<file path="config.mk">
export PLATFORM = sky130hd
export DESIGN_NAME = gpio_host_sequencer
export DESIGN_NICKNAME = d
export VERILOG_FILES = /design/src/rtl/gpio_host_sequencer.sv
export SDC_FILE = /design/constraint.sdc
export NUM_CORES = 1
export LEC_CHECK = 0
export CORE_ASPECT_RATIO = 1.1
export CORE_MARGIN = 2
export CORE_UTILIZATION = 48
export DETAILED_ROUTE_END_ITERATION = 12
export HOLD_SLACK_MARGIN = 0.03
export PLACE_DENSITY = 0.77
export SYNTH_ARGS = -nofsm -noshare
export SYNTH_HDL_FRONTEND = slang
export SYNTH_SLANG_ARGS = --single-unit
</file>
<file path="constraint.sdc">
create_clock -name sys_clk -period 2.55 [get_ports sys_clk]
set_clock_uncertainty 0.2 [all_clocks]
set_input_delay 0.51 -clock sys_clk [delete_from_list [all_inputs] [get_ports sys_clk]]
set_output_delay 0.51 -clock sys_clk [all_outputs]
set_load 0.05 [all_outputs]
</file>
<file path="src/rtl/gpio_host_sequencer.sv">
// ---------------------------------------------------------------------------
// gpio_host_sequencer
//
// Fabric-side command initiator for the trigger/ADC GPIO controller. One
// command handshake is expanded into the select-word sequence the controller
// expects: a function word held for HOLD cycles, an idle/settle gap of SETTLE
// cycles, an inquiry sample, or a burst of FIFO reads where each word is
// acknowledged with a single-cycle pop edge on SELECT_out[2].
//
// Ports:
//   sys_clk     system clock
//   _RESET_in   asynchronous active-low reset
//   cmd_valid   command request
//   cmd_ready   high only while idle; accept = cmd_valid & cmd_ready
//   cmd_op      opcode (0 start, 1 inquiry, 2 read, 3 stop, 4-7 trigger
//               levels, 8 clock divider, 9 shaping, 10-15 illegal)
//   cmd_arg     operand
//   SELECT_out  command word: [15:0] function code, [31:16] data
//   GPIO_in     controller return word
//   rd_data     FIFO word read, valid while rd_valid
//   rd_valid    held until rd_ready
//   rd_ready    downstream accept
//   fifo_cnt    FIFO count from the last inquiry, decremented per pop
//   fifo_full   FIFO full flag from the last inquiry
//   sleeping    controller sleep state
//   done        one-cycle pulse when a command completes
//   cmd_err     raised with done for an illegal opcode
// ---------------------------------------------------------------------------
module gpio_host_sequencer #(
    parameter int HOLD   = 2,
    parameter int SETTLE = 2
) (
    input  logic        sys_clk,
    input  logic        _RESET_in,
    input  logic        cmd_valid,
    output logic        cmd_ready,
    input  logic [3:0]  cmd_op,
    input  logic [15:0] cmd_arg,
    output logic [31:0] SELECT_out,
    input  logic [31:0] GPIO_in,
    output logic [31:0] rd_data,
    output logic        rd_valid,
    input  logic        rd_ready,
    output logic [15:0] fifo_cnt,
    output logic        fifo_full,
    output logic        sleeping,
    output logic        done,
    output logic        cmd_err
);

    localparam logic [15:0] HOLD_LAST   = 16'(HOLD - 1);
    localparam logic [15:0] SETTLE_LAST = 16'(SETTLE - 1);

    localparam logic [3:0] OP_START       = 4'd0;
    localparam logic [3:0] OP_INQ         = 4'd1;
    localparam logic [3:0] OP_READ        = 4'd2;
    localparam logic [3:0] OP_STOP        = 4'd3;
    localparam logic [3:0] OP_FIRST_ILLEG = 4'd10;

    localparam logic [31:0] SLEEP_WORD = 32'h0000_0008;
    localparam logic [31:0] POP_BIT    = 32'h0000_0004;

    typedef enum logic [2:0] {
        ST_IDLE    = 3'd0,
        ST_DRIVE   = 3'd1,
        ST_GAP     = 3'd2,
        ST_INQ     = 3'd3,
        ST_RD_WAIT = 3'd4,
        ST_RD_OUT  = 3'd5,
        ST_RD_POP  = 3'd6,
        ST_DONE    = 3'd7
    } state_t;

    state_t      state_r;
    logic [3:0]  op_r;
    logic [31:0] word_r;
    logic [15:0] cnt_r;
    logic [15:0] left_r;

    logic [31:0] idle_word_s;
    logic [31:0] word_s;
    logic [15:0] burst_len_s;

    // Function word for an opcode; the read and illegal opcodes have none.
    function automatic logic [31:0] encode_word(input logic [3:0] op, input logic [15:0] arg);
        logic [31:0] w;
        case (op)
            4'd0:    w = 32'h0000_0001;
            4'd1:    w = 32'h0000_0002;
            4'd3:    w = 32'h0000_0008;
            4'd4:    w = {2'b00, arg[13:0], 16'h0010};
            4'd5:    w = {2'b00, arg[13:0], 16'h0020};
            4'd6:    w = {2'b00, arg[13:0], 16'h0040};
            4'd7:    w = {2'b00, arg[13:0], 16'h0080};
            4'd8:    w = {8'h00, arg[7:4], arg[3:0], 16'h0100};
            4'd9:    w = {4'h0, arg[11:0], 16'h0200};
            default: w = 32'h0000_0000;
        endcase
        return w;
    endfunction

    // Idle word, requested word and burst length derived from current inputs.
    always_comb begin
        idle_word_s = 32'h0000_0000;
        burst_len_s = 16'h0000;
        word_s      = encode_word(cmd_op, cmd_arg);
        if (sleeping) begin
            idle_word_s = SLEEP_WORD;
        end else begin
            idle_word_s = 32'h0000_0000;
        end
        // Never read past what the last inquiry reported.
        if (cmd_arg < fifo_cnt) begin
            burst_len_s = cmd_arg;
        end else begin
            burst_len_s = fifo_cnt;
        end
    end

    // Command sequencer: state, counters and all registered outputs.
    always_ff @(posedge sys_clk or negedge _RESET_in) begin
        if (!_RESET_in) begin
            state_r    <= ST_IDLE;
            op_r       <= 4'd0;
            word_r     <= 32'h0000_0000;
            cnt_r      <= 16'h0000;
            left_r     <= 16'h0000;
            cmd_ready  <= 1'b1;
            SELECT_out <= 32'h0000_0000;
            rd_data    <= 32'h0000_0000;
            rd_valid   <= 1'b0;
            fifo_cnt   <= 16'h0000;
            fifo_full  <= 1'b0;
            sleeping   <= 1'b0;
            done       <= 1'b0;
            cmd_err    <= 1'b0;
        end else begin
            done <= 1'b0;
            case (state_r)
                ST_IDLE: begin
                    if (cmd_valid && cmd_ready) begin
                        op_r      <= cmd_op;
                        word_r    <= word_s;
                        cmd_err   <= 1'b0;
                        cmd_ready <= 1'b0;
                        if (cmd_op == OP_READ) begin
                            if (burst_len_s == 16'h0000) begin
                                state_r <= ST_DONE;
                            end else begin
                                left_r  <= burst_len_s;
                                cnt_r   <= SETTLE_LAST;
                                state_r <= ST_RD_WAIT;
                            end
                        end else if (cmd_op >= OP_FIRST_ILLEG) begin
                            state_r <= ST_DONE;
                        end else begin
                            SELECT_out <= word_s;
                            cnt_r      <= HOLD_LAST;
                            state_r    <= ST_DRIVE;
                            if (cmd_op == OP_START) begin
                                sleeping <= 1'b0;
                            end else if (cmd_op == OP_STOP) begin
                                sleeping <= 1'b1;
                            end
                        end
                    end else begin
                        SELECT_out <= idle_word_s;
                    end
                end
                ST_DRIVE: begin
                    if (cnt_r == 16'h0000) begin
                        cnt_r   <= SETTLE_LAST;
                        state_r <= ST_GAP;
                        // Inquiry keeps its word up so the return word settles.
                        SELECT_out <= (op_r == OP_INQ) ? word_r : idle_word_s;
                    end else begin
                        cnt_r <= cnt_r - 16'd1;
                    end
                end
                ST_GAP: begin
                    if (cnt_r == 16'h0000) begin
                        if (op_r == OP_INQ) begin
                            state_r <= ST_INQ;
                        end else begin
                            state_r <= ST_DONE;
                        end
                    end else begin
                        cnt_r <= cnt_r - 16'd1;
                    end
                end
                ST_INQ: begin
                    fifo_cnt   <= GPIO_in[15:0];
                    fifo_full  <= GPIO_in[16];
                    SELECT_out <= idle_word_s;
                    state_r    <= ST_DONE;
                end
                ST_RD_WAIT: begin
                    if (cnt_r == 16'h0000) begin
                        rd_data  <= GPIO_in;
                        rd_valid <= 1'b1;
                        state_r  <= ST_RD_OUT;
                    end else begin
                        cnt_r <= cnt_r - 16'd1;
                    end
                end
                ST_RD_OUT: begin
                    if (rd_ready) begin
                        rd_valid   <= 1'b0;
                        SELECT_out <= idle_word_s | POP_BIT;
                        state_r    <= ST_RD_POP;
                    end
                end
                ST_RD_POP: begin
                    // Dropping bit2 here guarantees a fresh rising edge per word.
                    SELECT_out <= idle_word_s;
                    fifo_cnt   <= (fifo_cnt == 16'h0000) ? 16'h0000 : fifo_cnt - 16'd1;
                    left_r     <= left_r - 16'd1;
                    if (left_r > 16'd1) begin
                        cnt_r   <= SETTLE_LAST;
                        state_r <= ST_RD_WAIT;
                    end else begin
                        state_r <= ST_DONE;
                    end
                end
                ST_DONE: begin
                    done       <= 1'b1;
                    cmd_err    <= (op_r >= OP_FIRST_ILLEG);
                    cmd_ready  <= 1'b1;
                    SELECT_out <= idle_word_s;
                    state_r    <= ST_IDLE;
                end
                default: begin
                    state_r    <= ST_IDLE;
                    cmd_ready  <= 1'b1;
                    rd_valid   <= 1'b0;
                    SELECT_out <= idle_word_s;
                end
            endcase
        end
    end

endmodule

</file>
==> summary.md <==
| Metric | Value |
|---|---|
| Status | complete, but fails checks |
| Failing checks | negative setup slack |
| Routed WL | roughly 23000 µm |
| Total global-route track usage | 0.2602 |
| Critical path class | register to register |
| Worst-path fanout max | 8 |
| RSZ-0062 raised after global routing | true |
| Clock transition at path regs | roughly 0.06 ns |
| CP Launch Point | fifo_cnt[11] |
| CP Data Required Time | 2.72 ns |
| Mapped Area | about 7700 µm² |
| Total die area | about 17000 µm² |
| Power, Total | approximately 15 mW |
| Largest family of logic cells by synthesized area | compound AO/OA/AOI/OAI gates |
| Std-Cell Rows | 48 |
| Yosys top cell area share | 0.4524 |
| Routability congestion estimate | 0.9440 |
| Max VDD drop | between 0.0008 and 0.0009 V |
| Clock buffer depth | 2 |
| Worst hold-check path type | register to register |
| Via density | ~5.8 |
| H-Tree Depth | 4 |
| Multiplexer share of the synthesized area | 0.08413 |
| Root Buffer | clkbuf_16 |
| N_diodes | 0 |
| Gr ovfl total | 0 |
| Post-synthesis xor/xnor area fraction | 0.003417 |
| Cell variety after synth | 72 |
| Die Height | 136.7 µm |
| Detailed placer's ending HPWL | about 16000 µm |
| Synthesized area per cell | 9.934 µm² |
| Post-synthesis register bit count | 140 |
| Number of port buffers | 133 |
| Initial Util | 0.4905 |
| Slew of the pin with the lowest slew margin | 0.7691 ns |
| Largest net degree at the start of global routing | 56 |
| Fin crit period | 2.661 ns |
| Final setup fails | 17 |
| Initial antenna violation count | 0 |
| Worst Setup Start Kind | register |
| Post-synth top area cell | dfrtp_1 |
| Synth Area in Adders | 0.03092 |
| Synth Instances | between 700 and 800 |
| Tcrit/Tclk final | 1.044 |
| Post-route worst setup slack | -0.1112 ns |
| Synth-to-Final Area Change | 44.78% |
| Leakage power | roughly 4.7 nW |
| Post-synthesis sequential area ratio | 0.4558 |
| Sink Count | 140 |
| Global-route wire length before repair | between 30000 and 40000 µm |
| Slew HR | 0.4854 |
| Hold Fails Final Rpt | 0 |
| Core Region | ~16000 µm² |
| CTS buffer count | 17 |
| Post-route DRC violation count | 0 |
| Initial DRC count | roughly 490 |
| Pwr dens | 1315 nW/µm² |
| Post-synth EDFFs | 0 |
| Max Cap Viol | 0 |
| Layout Nets | between 1000 and 1500 |
| Worst skew pair latency | 0.44 ns |
| R2r startpoint | fifo_cnt[11] |
| Synth Area in Simple Gates | 0.1593 |
| Number of global-route vias before repair | around 6800 |
| Vias | between 7000 and 8000 |
| TritonCTS clock tree | done |
| Die extent in x | approximately 120 µm |
| HP Start | SELECT_out[24] |
| Arrival @ worst endpoint | roughly 2.8 ns |
| Asr flop ratio synth | 1.000 |
| Number of detailed-route iterations in the first pass | 5 |
| Ys Warns | 0 |
| Crit end category | register |
| Synth area leaders | dfrtp_1 (45%), mux2_1 (4.8%), nand2_1 (3.9%), ha_1 (3.1%), a21oi_1 (3.1%) |
| Inst Count DP | between 1000 and 1500 |
| Complex-gate fraction of the synthesized area | 0.2189 |
| I/O pin total | approximately 140 |
| Final ANT Viol Nets | 0 |
| Most used DFF post-synth | dfrtp_1 |
| Per-cell routed wire length | approximately 19 µm |
| FMAX | between 0.3 and 0.4 GHz |
| Slew Limit Fails | 0 |
| Final Non-Filler Cells | ~1200 |
| Layout cells sized above 1 | 0.2585 |
[sequential cells by signal, summed over array words and instances, names as in the netlist]
signal      cells
fifo_cnt       16
left_r         16
state_r         3
done            1
cmd_ready       1
op_r            4
rd_data        32
cmd_err         1
word_r         23
rd_valid        1
sleeping        1
SELECT_out     24
cnt_r          16
fifo_full       1
[metrics by stage]
stage          cell area, µm²  setup WS (ns)    util  TNS, ns  hold WS, ns
6_report                11130        -0.1112  0.7102  -0.7423       0.2802
5_1_grt                 11130        -0.2024  0.7102   -3.640       0.2922
4_1_cts                 10810       -0.07815  0.6893  -0.5937       0.2852
3_5_place_dp             9976        -0.6098  0.6364   -18.38       0.2703
3_3_place_gp             9976        -0.5578  0.6364   -17.20       0.2567
2_1_floorplan            7816       -0.09886       -   -1.322      0.01441
[worst max-delay path, stage by stage, from the launching register on]
cell     delay (ns)
dfrtp_2        0.39
inv_4          0.06
ha_4           0.27
nand4_1        0.13
nor4_2         0.33
a32oi_2        0.17
nand2_4        0.15
buf_12         0.12
mux2i_4        0.29
buf_6          0.18
mux2i_1        0.18
and2_1         0.14
[cell families (layout without fill, tap and decap cells)]
logic type	after synthesis	count (layout)
other	1	8
buffers and inverters	77	321
muxes	58	58
xor gates and xnor gates	3	3
AOI/OAI and AO/OA	238	238
and+or+nand+nor	238	238
DFF	140	140
adders and majority gates	19	19
[repair_timing]
action                                  in CTS  in global routing
resized for setup                           35                 43
pin swaps                                   15                 19
hold buffers                                 1                  0
hold endpoints to repair                    51                  0
setup buffers                               11                 15
endpoints found under the setup margin      66                100
cloned                                       2                  0
[placed cells by master, fill, tap and decap left out, drive strengths merged, types with 5 or more instances in the layout]
master	instances
nand3b	6
a22o	12
nand4	6
clkinvlp	5
a31oi	17
dfrtp	139
a21oi	50
nand2	81
or3	6
conb	8
a22oi	25
a221oi	5
nor3	26
a211oi	5
clkbuf	19
o31ai	13
nand2b	13
mux2	43
mux2i	15
dlygate4sd2	16
nor2	51
ha	19
nor4	15
nor2b	6
o211ai	5
clkdlybuf4s50	113
inv	30
o21ai	75
nand3	11
buf	128
a32oi	10
[per-layer routing]
metal / GRT usage / vias up / routed length, µm
li1: - / 3313 / -
met1: 0.3448 / 3496 / 9800
met2: 0.4220 / 303 / 10900
met3: 0.06489 / 39 / 1660
met4: 0.08677 / 0 / 501
met5: 0 / - / 0
[cells in the mapped netlist, drive strengths merged (12+ instances only)]
| cell | count |
|---|---|
| o31ai | 13 |
| ha | 19 |
| mux2i | 15 |
| nand2b | 13 |
| buf | 28 |
| mux2 | 43 |
| clkbuf | 21 |
| nor4 | 15 |
| a31oi | 17 |
| a21oi | 50 |
| nand2 | 81 |
| inv | 28 |
| dfrtp | 139 |
| nor2 | 51 |
| o21ai | 75 |
| a22oi | 25 |
| nor3 | 26 |
| a22o | 12 |
[worst paths after layout]
path / slack [ns] / cells past startpoint / endpoint
worst max-delay path: -0.11 / 11 / left_r[12]
worst min-delay path: 0.28 / 2 / SELECT_out[24]
worst max register to register: -0.11 / 11 / left_r[12]
worst min register to register: 0.28 / 2 / SELECT_out[24]
max in group asynchronous: 1.08 / 3 / SELECT_out[24]
min in group asynchronous: 0.42 / 2 / cnt_r[0]
[layout make-up]
type	instances	area (µm²)
Clock buffer	18	439.2
Clock inverter	13	167.7
Fill cell	1124	4543
Inverter	28	115.1
Multi-Input combinational cell	564	4178
Sequential cell	140	3523
Tap cell	200	250.2
Timing Repair Buffer	262	2459
[report_power, final]
group / internal, mW / switching, mW / leakage (nW) / total [mW]
Combinational: 3.32 / 4.95 / 2.65 / 8.27
Clock: 1.56 / 1.00 / 0.281 / 2.57
Sequential: 3.10 / 0.707 / 1.76 / 3.80
(Power assumes the default switching activity.)
